File: config.mk
export PLATFORM = sky130hd
export DESIGN_NAME = instruction_loader
export DESIGN_NICKNAME = d
export VERILOG_FILES = /design/src/rtl/instruction_loader.sv
export SDC_FILE = /design/constraint.sdc
export NUM_CORES = 1
export LEC_CHECK = 0
export CAP_MARGIN = 20
export CORE_ASPECT_RATIO = 0.7
export CORE_MARGIN = 2
export CORE_UTILIZATION = 40
export DETAILED_ROUTE_END_ITERATION = 10
export PLACE_DENSITY = 0.66
export SLEW_MARGIN = 20
export SYNTH_ARGS = -nofsm -noshare
export SYNTH_HDL_FRONTEND = slang
export SYNTH_SLANG_ARGS = --single-unit
File: constraint.sdc
create_clock -name clk -period 1.8 [get_ports clk]
set_input_delay 0.45 -clock clk [delete_from_list [all_inputs] [get_ports clk]]
set_output_delay 0.45 -clock clk [all_outputs]
set_load 0.005 [all_outputs]
File: src/rtl/instruction_loader.sv
// Program loader: assembles big-endian 32-bit words from a byte stream, writes them
// into instruction memory and releases the pipeline once the end-of-program word lands.
module instruction_loader #(
    parameter int unsigned       LENGTH    = 32,
    parameter logic [LENGTH-1:0] END_WORD  = '1,
    parameter int unsigned       MAX_WORDS = 256
) (
    input  logic              clk,
    input  logic              reset,
    input  logic [7:0]        rx_data,
    input  logic              rx_valid,
    output logic [LENGTH-1:0] instruction_to_write,
    output logic [LENGTH-1:0] address_to_write,
    output logic              wr_memory_instruction_enable,
    output logic              mips_enable,
    output logic [LENGTH-1:0] loaded_words,
    output logic              load_error
);

    localparam int unsigned       BYTE_W    = 8;
    localparam int unsigned       HOLD_W    = LENGTH - BYTE_W;
    localparam logic [LENGTH-1:0] LAST_IDX  = LENGTH'(MAX_WORDS - 1);
    localparam logic [LENGTH-1:0] ADDR_STEP = LENGTH'(4);
    localparam logic [LENGTH-1:0] ONE       = LENGTH'(1);

    typedef enum logic [1:0] {
        RECEIVE = 2'd0,
        DONE    = 2'd1,
        ERROR   = 2'd2
    } state_t;

    state_t            state;
    logic [1:0]        byte_idx;
    logic [HOLD_W-1:0] hold;
    logic [LENGTH-1:0] addr_cnt;
    logic [LENGTH-1:0] word_c;

    // The first three bytes of a word sit in hold; the fourth completes it combinationally.
    assign word_c = {hold, rx_data};

    // Loader FSM; mips_enable/load_error trail the state by one edge so the last write lands first.
    always_ff @(posedge clk) begin
        if (reset) begin
            state                        <= RECEIVE;
            byte_idx                     <= 2'd0;
            hold                         <= '0;
            addr_cnt                     <= '0;
            instruction_to_write         <= '0;
            address_to_write             <= '0;
            wr_memory_instruction_enable <= 1'b0;
            mips_enable                  <= 1'b0;
            loaded_words                 <= '0;
            load_error                   <= 1'b0;
        end else begin
            wr_memory_instruction_enable <= 1'b0;
            mips_enable                  <= (state == DONE);
            load_error                   <= (state == ERROR);

            case (state)
                RECEIVE: begin
                    if (rx_valid) begin
                        byte_idx <= byte_idx + 2'd1;
                        if (byte_idx == 2'd3) begin
                            instruction_to_write         <= word_c;
                            address_to_write             <= addr_cnt;
                            wr_memory_instruction_enable <= 1'b1;
                            loaded_words                 <= loaded_words + ONE;
                            addr_cnt                     <= addr_cnt + ADDR_STEP;
                            // End marker wins even when it fills the last slot.
                            if (word_c == END_WORD) begin
                                state <= DONE;
                            end else if (loaded_words == LAST_IDX) begin
                                state <= ERROR;
                            end
                        end else begin
                            hold <= {hold[HOLD_W-BYTE_W-1:0], rx_data};
                        end
                    end
                end
                DONE:    state <= DONE;
                ERROR:   state <= ERROR;
                default: state <= RECEIVE;
            endcase
        end
    end

endmodule

== Word level (Yosys, flattened, before mapping) ==
Index checks and enable logic that the tools add are counted.

* Bits of input ports: 11
* Logic and storage cells: 36
* Register bits after elaboration: 159
* Output and inout port bits: 99

* Equal/unequal tests: 8
* Reductions and logical operators: 6
* Bitwise operators: 3
* Multiplexer cells: 6
* $add $sub $neg: 3

{| class="wikitable"
|+ Operators by type and width
! cell !! count
|-
| adder 32 x 1 -> 32 bit, second input constant || 1
|-
| adder 32 x 3 -> 32 bit, second input constant || 1
|-
| equality test 32 bit, second input constant || 1
|-
| equality test 32 x 8 -> 1 bit, second input constant || 1
|-
| AND reduction 3 bit || 3
|-
| 2-to-1 mux 2 bit || 4
|-
| case mux 2 bit (3 select lines) || 1
|-
| equality test 2 bit, second input constant || 2
|-
| inequality test 2 bit, second input constant || 2
|-
| inequality test 3 bit, second input constant || 1
|-
| NOT 1 bit || 3
|-
| OR reduction 3 bit || 1
|-
| adder 2 x 1 -> 2 bit, second input constant || 1
|-
| equality test 2 x 1 -> 1 bit, second input constant || 1
|-
| zero test 2 bit || 1
|-
| AND reduction 2 bit || 1
|-
| 2-to-1 mux 1 bit || 1
|}

== Longest topological paths before layout ==
Gate-level depths: netlist (run 1).

* Depth after elaboration: 6
* Mapped depth: 7
* Depth with buffers taken out: 5

== Worst setup path after synthesis (run 1) ==
No wires, ideal clock.

* Path type: register to register
* From: register byte_idx[0]
* To: register addr_cnt[31]
* Setup slack: -0.127 ns
* Arrival: 1.856 ns
* Stages on the path, launching flop included: 7
* Period minus slack after synthesis: 1.927 ns
* Required time: 1.729 ns
* Setup time: 0.071 ns
* Path through: dfxtp_1 ha_1 nand3b_1 or4_1 buf_2 or4_1 a21oi_1

* Word-level cells in the longest chain between the ends: 2

{| class="wikitable"
|+ Ends and longest elaborated chain
! what !! line !! source
|-
| start, declared || 33 || <nowiki>logic [1:0] byte_idx;</nowiki>
|-
| start signal, assigned || 62 || <nowiki>byte_idx <= byte_idx + 2'd1;</nowiki>
|-
| equality test 2 bit || 63 || <nowiki>if (byte_idx == 2'd3) begin</nowiki>
|-
| AND reduction 3 bit (no line) || n/a ||
|-
| end signal, assigned || 68 || <nowiki>addr_cnt <= addr_cnt + ADDR_STEP;</nowiki>
|-
| end, declared || 35 || <nowiki>logic [LENGTH-1:0] addr_cnt;</nowiki>
|}

No other way between the ends.
A chain may end at the register's enable or synchronous reset.

== Worst setup path in the final report (run 1) ==
* From: register byte_idx[1]
* To: register addr_cnt[29]

The elaborated chain is that of the path after synthesis.

==> flow_metrics.env, run 1 <==
export IMPL_cts_root_buf="clkbuf_16"
export IMPL_power_share_clock_pct=49.3
export IMPL_hold_path_class="in -> reg"
export IMPL_routed_wl_um=17700
export IMPL_grt_util_all_layers_pct=21.1
export IMPL_hold_violations=0
export IMPL_cp_cell_sequence="ha_4 > nand3b_1 > or4_4 > buf_6 > or4_1 > a21oi_1"
export IMPL_die_width_um=155
export IMPL_final_core_util_pct=58.4
export IMPL_syn_inst=775
export IMPL_ctsHoldBuffers=0
export IMPL_max_freq_mhz=517
export IMPL_nNetsFinal=961
export IMPL_cap_viol_max_count=0
export IMPL_avgSynthCellArea_um2=8.20
export IMPL_critPathCaptureType="flop"
export IMPL_crit_buf_inv=1
export IMPL_coreArea_um2=15500
export IMPL_cts_tree="yes"
export IMPL_finalCritPeriodShare_pct=107
export IMPL_layout_cells_most_common="nand2_1"
export IMPL_layout_drive_gt1_share_pct=21.4
export IMPL_cts_max_path_buffers=2
export IMPL_status="complete, but fails checks"
export IMPL_final_cells=1158
export IMPL_power_mw=7.30
export IMPL_dp_cells=1114
export IMPL_rows=38
export IMPL_fillers=1393
export IMPL_startpoint="byte_idx[1]"
export IMPL_ioPinCount=110
export IMPL_synth_cell_types=46
export IMPL_antenna_cells=0
export IMPL_async_flop_share_pct=0
export IMPL_die_y_um=109
export IMPL_maxSlewViolCount=0
export IMPL_crit_required_ps=2140
export IMPL_synth_ff_type="dfxtp_1"
export IMPL_ys_warnings_count=0
export IMPL_grt_pass1_vias=5551
export IMPL_initial_core_util_pct=41.0
export IMPL_ys_seq_elements=155
export IMPL_synth_edf_count=0
export IMPL_leakage_nw=3.29
export IMPL_place_congestion=0.824
export IMPL_skew_ps=13.1
export IMPL_p_int_mw=5.66
export IMPL_violations="negative setup slack"
export IMPL_place_ws_ps=-640
export IMPL_drt_iter0_drc=417
export IMPL_dp_hpwl_um=11400
export IMPL_ant_nets=0
export IMPL_path_delay_family="simple AND/OR/NAND/NOR gates"
export IMPL_synth_area_um2=6350
export IMPL_rsz0062_at_grt="true"
export IMPL_syn_to_final_growth_pct=42.5
export IMPL_worstHoldStart="reset"
export IMPL_setup_viol=8
export IMPL_p_per_area_nw_per_um2=807
export IMPL_pwr_share_comb_pct=3.2
export IMPL_die_area_um2=16900
export IMPL_grt_overflow_total=0
export IMPL_port_buffers=107
export IMPL_drtPass1Iterations=4
export IMPL_grt_pass1_wl_um=28800
export IMPL_cts_clk_slew_worst_paths_ps=70
export IMPL_wire_per_inst_um=15.3
export IMPL_clock_latency_ps=420
export IMPL_seq_area_frac_synth_pct=48.8
export IMPL_antenna_found_initial=0
export IMPL_swShare_pct=22.5
export IMPL_setup_ws_ps=-133
export IMPL_slowest_stage="or4_4"
export IMPL_worst_r2r_startpoint="byte_idx[1]"
export IMPL_worstPathArrival_ps=2270
export IMPL_numCtsBuffers=17
export IMPL_viasPerCell=5.33
export IMPL_min_period_ps=1930
export IMPL_clock_sinks=155
export IMPL_power_frac_seq_pct=47.6
export IMPL_num_vias=6174
export IMPL_finalInstanceArea_um2=9050
export IMPL_cts_max_level=4
export IMPL_cp_max_fo=5
export IMPL_cp_slowest_stage_delay_ps=530
export IMPL_switching_power_mw=1.64
export IMPL_worstSetupPathType="reg -> reg"
export IMPL_post_dp_cell_area_um2=8160
export IMPL_startpoint_type="flop"
export IMPL_vdd_ir_drop_max_mv=0.710
export IMPL_final_cell_mix="nand2_1, dfxtp_1, a21oi_1, clkdlybuf4s50_1, buf_4"
export IMPL_grt_max_degree=80
export IMPL_drc=0
-- final timing paths --
check	to	slack, ps	cells past startpoint
max reg2reg	addr_cnt[29]	-130	6
min	loaded_words[20]	320	2
max	addr_cnt[29]	-130	6
min reg2reg	address_to_write[2]	450	2
-- area by class of cell --
class | instances | area (um^2) | area share, %
Sequential cell | 155 | 3170 | 35.0
Multi-Input combinational cell | 564 | 3120 | 34.5
Timing Repair Buffer | 205 | 1910 | 21.1
Inverter | 4 | 15.0 | 0.166
Tap cell | 200 | 250 | 2.77
Clock inverter | 11 | 134 | 1.48
Clock buffer | 19 | 453 | 5.00
-- kinds of logic (layout without fill, tap and decap cells) --
group	Yosys count	in the layout	share of synthesized area (%)
AOI/OAI and AO/OA	172	172	14.8
xor gates and xnor gates	19	19	2.62
adders and majority gates	3	3	0.591
buffers and inverters	57	239	4.47
DFF	155	155	48.8
muxes	2	2	0.355
other	1	2	0.0590
and+or+nand+nor	366	366	28.3
-- synthesized netlist by cell type, types with 2 or more instances --
cell type	instances	share of area, %
a21oi_1	128	10
and2_1	6	0.59
and3_1	7	0.69
and4_1	9	1.2
buf_1	4	0.24
buf_2	2	0.16
buf_4	5	0.59
clkbuf_1	38	2.2
dfxtp_1	155	49
ha_1	3	0.59
inv_1	4	0.24
mux2_2	2	0.35
nand2_1	194	11
nand3_1	22	1.7
nand4_1	31	3.1
nor2_1	26	1.5
nor2b_1	2	0.20
nor3_1	6	0.47
nor3b_1	2	0.24
nor4_1	7	0.69
o21ai_0	14	1.1
o31ai_1	26	3.1
or3_1	14	1.4
or4_1	29	3.4
xnor2_1	6	0.83
xor2_1	13	1.8
-- worst register-to-register path, cell delays in order, from the launching register on --
cell	delay (ps)
dfxtp_2	360
ha_4	150
nand3b_1	90
or4_4	530
buf_6	160
or4_1	410
a21oi_1	150
-- metrics by stage --
step / hold slack, ps / setup TNS (ps)
4_1_cts: 301 / -551
2_1_floorplan: 440 / -95.2
5_1_grt: 308 / -2040
6_report: 316 / -679
3_5_place_dp: 446 / -44730
3_3_place_gp: 443 / -39070
-- state kept, by name, indices dropped and copies added, names as in the netlist --
name and cells:
instruction_to_write 32, loaded_words 32, addr_cnt 30, address_to_write 30, hold 24, byte_idx 2
state 2, load_error 1, mips_enable 1, wr_memory_instruction_enable 1
-- power by group through the flow --
stage	logic (mW)	clock network, mW	registers, mW
2_1_floorplan	0.123	0	3.55
4_1_cts	0.230	3.64	3.48
5_1_grt	0.256	3.81	3.47
3_5_place_dp	0.229	0	3.56
3_3_place_gp	0.228	0	3.56
6_report	0.232	3.60	3.47
-- layer usage --
metal  wire, um  up-vias  global-route usage, %
met2       7600      162                   30.3
met5          0        -                      0
met4        140        0                   5.29
met1       8860     2924                   31.5
li1           -     3078                      -
met3       1120       10                   5.32
-- timing repair --
item	4_1_cts	5_1_grt
pin swaps	7	21
gates resized for setup	59	40
buffers inserted	7	3
endpoints found under the setup margin	85	42
gates cloned	3	1
No activity file was read; power rests on OpenSTA's default activity.
==> run 2, diff against run 1 <==
--- a/config.mk
+++ b/config.mk
@@ -8,9 +8,10 @@
 export CAP_MARGIN = 20
 export CORE_ASPECT_RATIO = 0.7
 export CORE_MARGIN = 2
-export CORE_UTILIZATION = 40
+export CORE_UTILIZATION = 55
 export DETAILED_ROUTE_END_ITERATION = 10
-export PLACE_DENSITY = 0.66
+export DONT_BUFFER_PORTS = 1
+export PLACE_DENSITY = 0.73
 export SLEW_MARGIN = 20
 export SYNTH_ARGS = -nofsm -noshare
 export SYNTH_HDL_FRONTEND = slang
==> run 2 against run 1 <==
The flow still finishes with violations (negative setup slack). Clock-buffer cell count grew 2. Sequential share of layout area grew 4.2 points. Utilization grew 13 points. Hold slack lost 220 ps. Clock power shrank 1%. Register-to-register slack gained 70 ps. Maximum frequency grew 3.7%. Setup slack gained 69 ps. Sequential power is essentially flat.
==> flow_metrics.env, run 2 (synthesis gave the netlist of run 1 again) <==
export IMPL_numCtsBuffers=17
export IMPL_final_core_util_pct=71.8
export IMPL_ant_nets=0
export IMPL_grt_max_degree=158
export IMPL_leakage_nw=2.71
export IMPL_cp_max_fo=7
export IMPL_worstSetupPathType="reg -> reg"
export IMPL_grt_pass1_vias=5436
export IMPL_port_buffers=0
export IMPL_coreArea_um2=11100
export IMPL_pwr_share_comb_pct=1.7
export IMPL_skew_ps=10.5
export IMPL_nNetsFinal=849
export IMPL_hold_path_class="in -> reg"
export IMPL_syn_to_final_growth_pct=25.8
export IMPL_swShare_pct=21.1
export IMPL_dp_hpwl_um=10500
export IMPL_cts_max_level=4
export IMPL_layout_drive_gt1_share_pct=25.1
export IMPL_slew_headroom_pct=64.3
export IMPL_cts_max_path_buffers=2
export IMPL_startpoint_type="flop"
export IMPL_finalCritPeriodShare_pct=104
export IMPL_ioPinCount=110
export IMPL_rows=32
export IMPL_power_frac_seq_pct=48.6
export IMPL_grt_util_all_layers_pct=26.3
export IMPL_drc=0
export IMPL_fillers=819
export IMPL_final_cells=1000
export IMPL_reg_top3="instruction_to_write: 32 flops, loaded_words: 32 flops"
export IMPL_routed_wl_um=17400
export IMPL_cts_root_buf="clkbuf_16"
export IMPL_hold_violations=0
export IMPL_clock_sinks=155
export IMPL_critPathCaptureType="flop"
export IMPL_p_per_area_nw_per_um2=897
export IMPL_worstPathArrival_ps=2210
export IMPL_violations="negative setup slack"
export IMPL_wire_per_inst_um=17.4
export IMPL_worstMarginPinSlew_ps=536
export IMPL_viasPerCell=6.03
export IMPL_maxSlewViolCount=0
export IMPL_cts_tree="yes"
export IMPL_switching_power_mw=1.51
export IMPL_grt_overflow_total=0
export IMPL_cts_clk_slew_worst_paths_ps=70
export IMPL_clock_latency_ps=420
export IMPL_final_cell_mix="nand2_1, dfxtp_1, a21oi_1, buf_4, nand4_1"
export IMPL_num_vias=6028
export IMPL_grt_pass1_wl_um=26600
export IMPL_place_congestion=0.812
export IMPL_drtPass1Iterations=5
export IMPL_crit_required_ps=2150
export IMPL_max_freq_mhz=536
export IMPL_cap_viol_max_count=0
export IMPL_drt_iter0_drc=468
export IMPL_dp_cells=944
export IMPL_vdd_ir_drop_max_mv=0.845
export IMPL_initial_core_util_pct=57.1
export IMPL_min_period_ps=1860
export IMPL_layout_cells_most_common="nand2_1"
export IMPL_antenna_found_initial=0
export IMPL_setup_ws_ps=-64.3
export IMPL_multi_input_area_um2=3270
export IMPL_die_area_um2=12400
export IMPL_setup_viol=12
export IMPL_power_share_clock_pct=49.7
export IMPL_die_width_um=132
export IMPL_status="complete, but fails checks"
export IMPL_rsz0062_at_grt="true"
export IMPL_seqCellArea_um2=3130
export IMPL_p_int_mw=5.66
export IMPL_antenna_cells=0
export IMPL_die_y_um=93.9
-- run 2: changes by cell type in the layout (fill, tap and decap cells not counted), moves of 8 or more --
| cell | delta |
|---|---|
| clkdlybuf4s50_1 | -80 |
| dlygate4sd2_1 | -21 |
| dfxtp_1 | +10 |
| o31ai_1 | -10 |
| dfxtp_4 | -8 |
| o31ai_2 | +8 |
-- run 2: critical path, cell delays in order (launching register included) --
cell and delay [ps]:
dfxtp_2 350, ha_4 170, nand3b_1 100, or4_4 470, buf_6 160, or4_4 420
a21oi_2 130
-- run 2: power by group through the flow --
stage	sequential, mW	clock [mW]	combinational (mW)
floorplan	3.55	0	0.123
global placement	3.56	0	0.106
detailed placement	3.56	0	0.108
CTS	3.48	3.57	0.115
global route	3.49	3.72	0.133
finish	3.48	3.56	0.120
-- run 2: cell type report --
cell class	instances	area share [%]
Multi-Input combinational cell	565	41.0
Sequential cell	155	39.2
Timing Repair Buffer	92	9.90
Clock buffer	21	5.89
Tap cell	153	2.40
Clock inverter	10	1.46
Inverter	4	0.188
-- run 2: metal layers --
layer | share of wire [%] | track usage [%] | vias to the layer above
met5 | 0 | 0 | -
met4 | 1.8 | 7.53 | 0
met3 | 8.5 | 7.71 | 43
met2 | 46 | 43.1 | 259
met1 | 44 | 33.9 | 2877
li1 | - | - | 2849
-- run 2: timing repair --
item                                    4_1_cts  5_1_grt
hold buffers                                  0        0
hold endpoints to repair                      0        0
setup buffers                                 8       13
endpoints found under the setup margin       26       84
pin swaps                                     7       43
gates cloned                                  1        3
resized for setup                            11       72
-- run 2: final timing paths --
| kind | endpoint | depth (start not counted) | start | slack (ps) |
|---|---|---|---|---|
| hold / removal | loaded_words[17] | 1 | reset | 90 |
| hold reg to reg | address_to_write[6] | 2 | address_to_write[6] | 470 |
| setup reg to reg | addr_cnt[23] | 6 | byte_idx[1] | -60 |
| setup / recovery | addr_cnt[23] | 6 | byte_idx[1] | -60 |
-- run 2: stage by stage --
stage	TNS, ps	area, um^2	hold slack [ps]	worst slack, ps	total power, mW
5_1_grt	-1370	7990	79.2	-128	7.34
3_3_place_gp	-436	6890	456	-70.0	3.66
2_1_floorplan	-95.2	6410	440	-16.2	3.68
6_report	-373	7990	92.4	-64.3	7.17
4_1_cts	-1100	7580	88.4	-101	7.17
3_5_place_dp	-1810	6890	462	-137	3.67
==> run 3, diff against run 2 <==
--- a/config.mk
+++ b/config.mk
@@ -11,7 +11,7 @@
 export CORE_UTILIZATION = 55
 export DETAILED_ROUTE_END_ITERATION = 10
 export DONT_BUFFER_PORTS = 1
-export PLACE_DENSITY = 0.73
+export PLACE_DENSITY = 0.7
 export SLEW_MARGIN = 20
 export SYNTH_ARGS = -nofsm -noshare
 export SYNTH_HDL_FRONTEND = slang
==> constraint.sdc (replaced) <==
create_clock -name clk -period 2.1 [get_ports clk]
set_input_delay 0.525 -clock clk [delete_from_list [all_inputs] [get_ports clk]]
set_output_delay 0.525 -clock clk [all_outputs]
set_load 0.005 [all_outputs]
==> run 3 against run 2 <==
The flow now finishes without violations. Via count down 5.7%. Power fell by 13%. Sequential share of layout area rose by 3.6 points. Combinational power fell by 33%. Clock-buffer cell count shrank 2. Setup slack better by 180 ps. Critical path depth is 1 higher. Clock skew shrank 1.4 ps. First-iteration DRC count rose by 12%. Highest routed layer unchanged.
==> flow_metrics.env, run 3 (synthesis gave the netlist of run 1 again) <==
export IMPL_viasPerCell=5.96
export IMPL_max_freq_mhz=504
export IMPL_die_width_um=132
export IMPL_startpoint_type="flop"
export IMPL_p_per_area_nw_per_um2=862
export IMPL_seqCellArea_um2=3100
export IMPL_worstMarginPinSlew_ps=529
export IMPL_drtPass1Iterations=5
export IMPL_skew_ps=9.04
export IMPL_place_ws_ps=22.7
export IMPL_setup_viol=0
export IMPL_cts_max_path_buffers=2
export IMPL_cts_root_buf="clkbuf_16"
export IMPL_final_core_util_pct=65.2
export IMPL_layout_drive_gt1_share_pct=11.3
export IMPL_slowest_stage="or4_1"
export IMPL_setup_ws_ps=115
export IMPL_cts_tree="yes"
export IMPL_wire_per_inst_um=16.6
export IMPL_clock_latency_ps=420
export IMPL_reg_top3="instruction_to_write: 32 flops, loaded_words: 32 flops"
export IMPL_layout_cells_most_common="nand2_1"
export IMPL_hold_violations=0
export IMPL_maxSlewViolCount=0
export IMPL_crit_buf_inv=2
export IMPL_coreArea_um2=11100
export IMPL_ioPinCount=110
export IMPL_cpMostUsedCell="buf_4"
export IMPL_grt_pass1_wl_um=25900
export IMPL_worstSetupPathType="reg -> reg"
export IMPL_worstPathArrival_ps=2340
export IMPL_slew_headroom_pct=64.7
export IMPL_cts_max_level=4
export IMPL_routed_wl_um=15800
export IMPL_grt_overflow_total=0
export IMPL_whs_ps=191
export IMPL_die_area_um2=12400
export IMPL_ant_nets=0
export IMPL_place_congestion=0.821
export IMPL_leakage_nw=2.39
export IMPL_status="finished, final reports clean"
export IMPL_drt_iter0_drc=526
export IMPL_path_delay_family="simple AND/OR/NAND/NOR gates"
export IMPL_critPathCaptureType="flop"
export IMPL_dp_hpwl_um=10400
export IMPL_grt_pass1_vias=5245
export IMPL_cts_clk_slew_worst_paths_ps=60
export IMPL_port_buffers=0
export IMPL_fillers=952
export IMPL_min_period_ps=1990
export IMPL_hold_path_class="in -> reg"
export IMPL_crit_required_ps=2450
export IMPL_cap_viol_max_count=0
export IMPL_post_dp_cell_area_um2=6600
export IMPL_syn_to_final_growth_pct=14.3
export IMPL_cp_cell_sequence="ha_1 > buf_4 > and4bb_4 > nand4_1 > buf_4 > or4_1 > a21oi_1"
export IMPL_antenna_found_initial=0
export IMPL_final_cell_mix="nand2_1, dfxtp_1, a21oi_1, buf_4, nand4_1"
export IMPL_multi_input_area_um2=2980
export IMPL_rows=32
export IMPL_die_y_um=93.9
export IMPL_antenna_cells=0
export IMPL_drc=0
export IMPL_numCtsBuffers=17
export IMPL_finalInstanceArea_um2=7260
export IMPL_cp_slowest_stage_delay_ps=510
export IMPL_grt_max_degree=158
export IMPL_cp_max_fo=16
export IMPL_num_vias=5683
export IMPL_vdd_ir_drop_max_mv=0.715
export IMPL_clock_sinks=155
export IMPL_finalCritPeriodShare_pct=94.5
export IMPL_grt_util_all_layers_pct=25.7
export IMPL_nNetsFinal=802
export IMPL_initial_core_util_pct=57.1
==> run 3: report_power, final <==
group	leakage [nW]	internal [mW]	switching, mW
logic	0.851	0.0279	0.0521
registers	1.25	2.96	0.0220
clock network	0.290	1.94	1.25
total	2.39	4.93	1.32
==> run 3: cell type report <==
cell class,count,share of cell area (%)
sequential,155,42.8
multi-input combinational,564,41.1
clock buffer,19,6.24
timing repair buffer,46,4.81
tap,153,2.64
clock inverter,12,2.24
inverter,4,0.207
==> run 3: final timing paths <==
| kind | start | end | slack [ps] | depth (start not counted) |
|---|---|---|---|---|
| hold reg to reg | address_to_write[5] | address_to_write[5] | 470 | 2 |
| setup reg to reg | byte_idx[1] | loaded_words[18] | 110 | 7 |
| setup / recovery | byte_idx[1] | loaded_words[18] | 110 | 7 |
| hold / removal | reset | loaded_words[21] | 190 | 1 |
==> run 3: per-stage QoR <==
stage	std cells	power, mW	TNS (ps)
after floorplan	776	3.15	0
after global placement	919	3.12	0
after detailed placement	919	3.13	0
after CTS	950	6.28	0
after global routing	953	6.43	-5.42
final	953	6.26	0
==> run 3: what timing repair did <==
item	in CTS	in global routing
hold buffers	0	0
endpoints found under the setup margin	2	13
gates resized for setup	1	4
setup buffers	0	3
pin swaps	0	2
==> run 3: layer usage <==
metal	part of all wire, %	GRT usage, %	up-vias
met5	0	0	-
met4	1.6	8.96	0
met3	7.4	7.98	23
met2	45	39.4	160
met1	46	34.3	2731
li1	-	-	2769
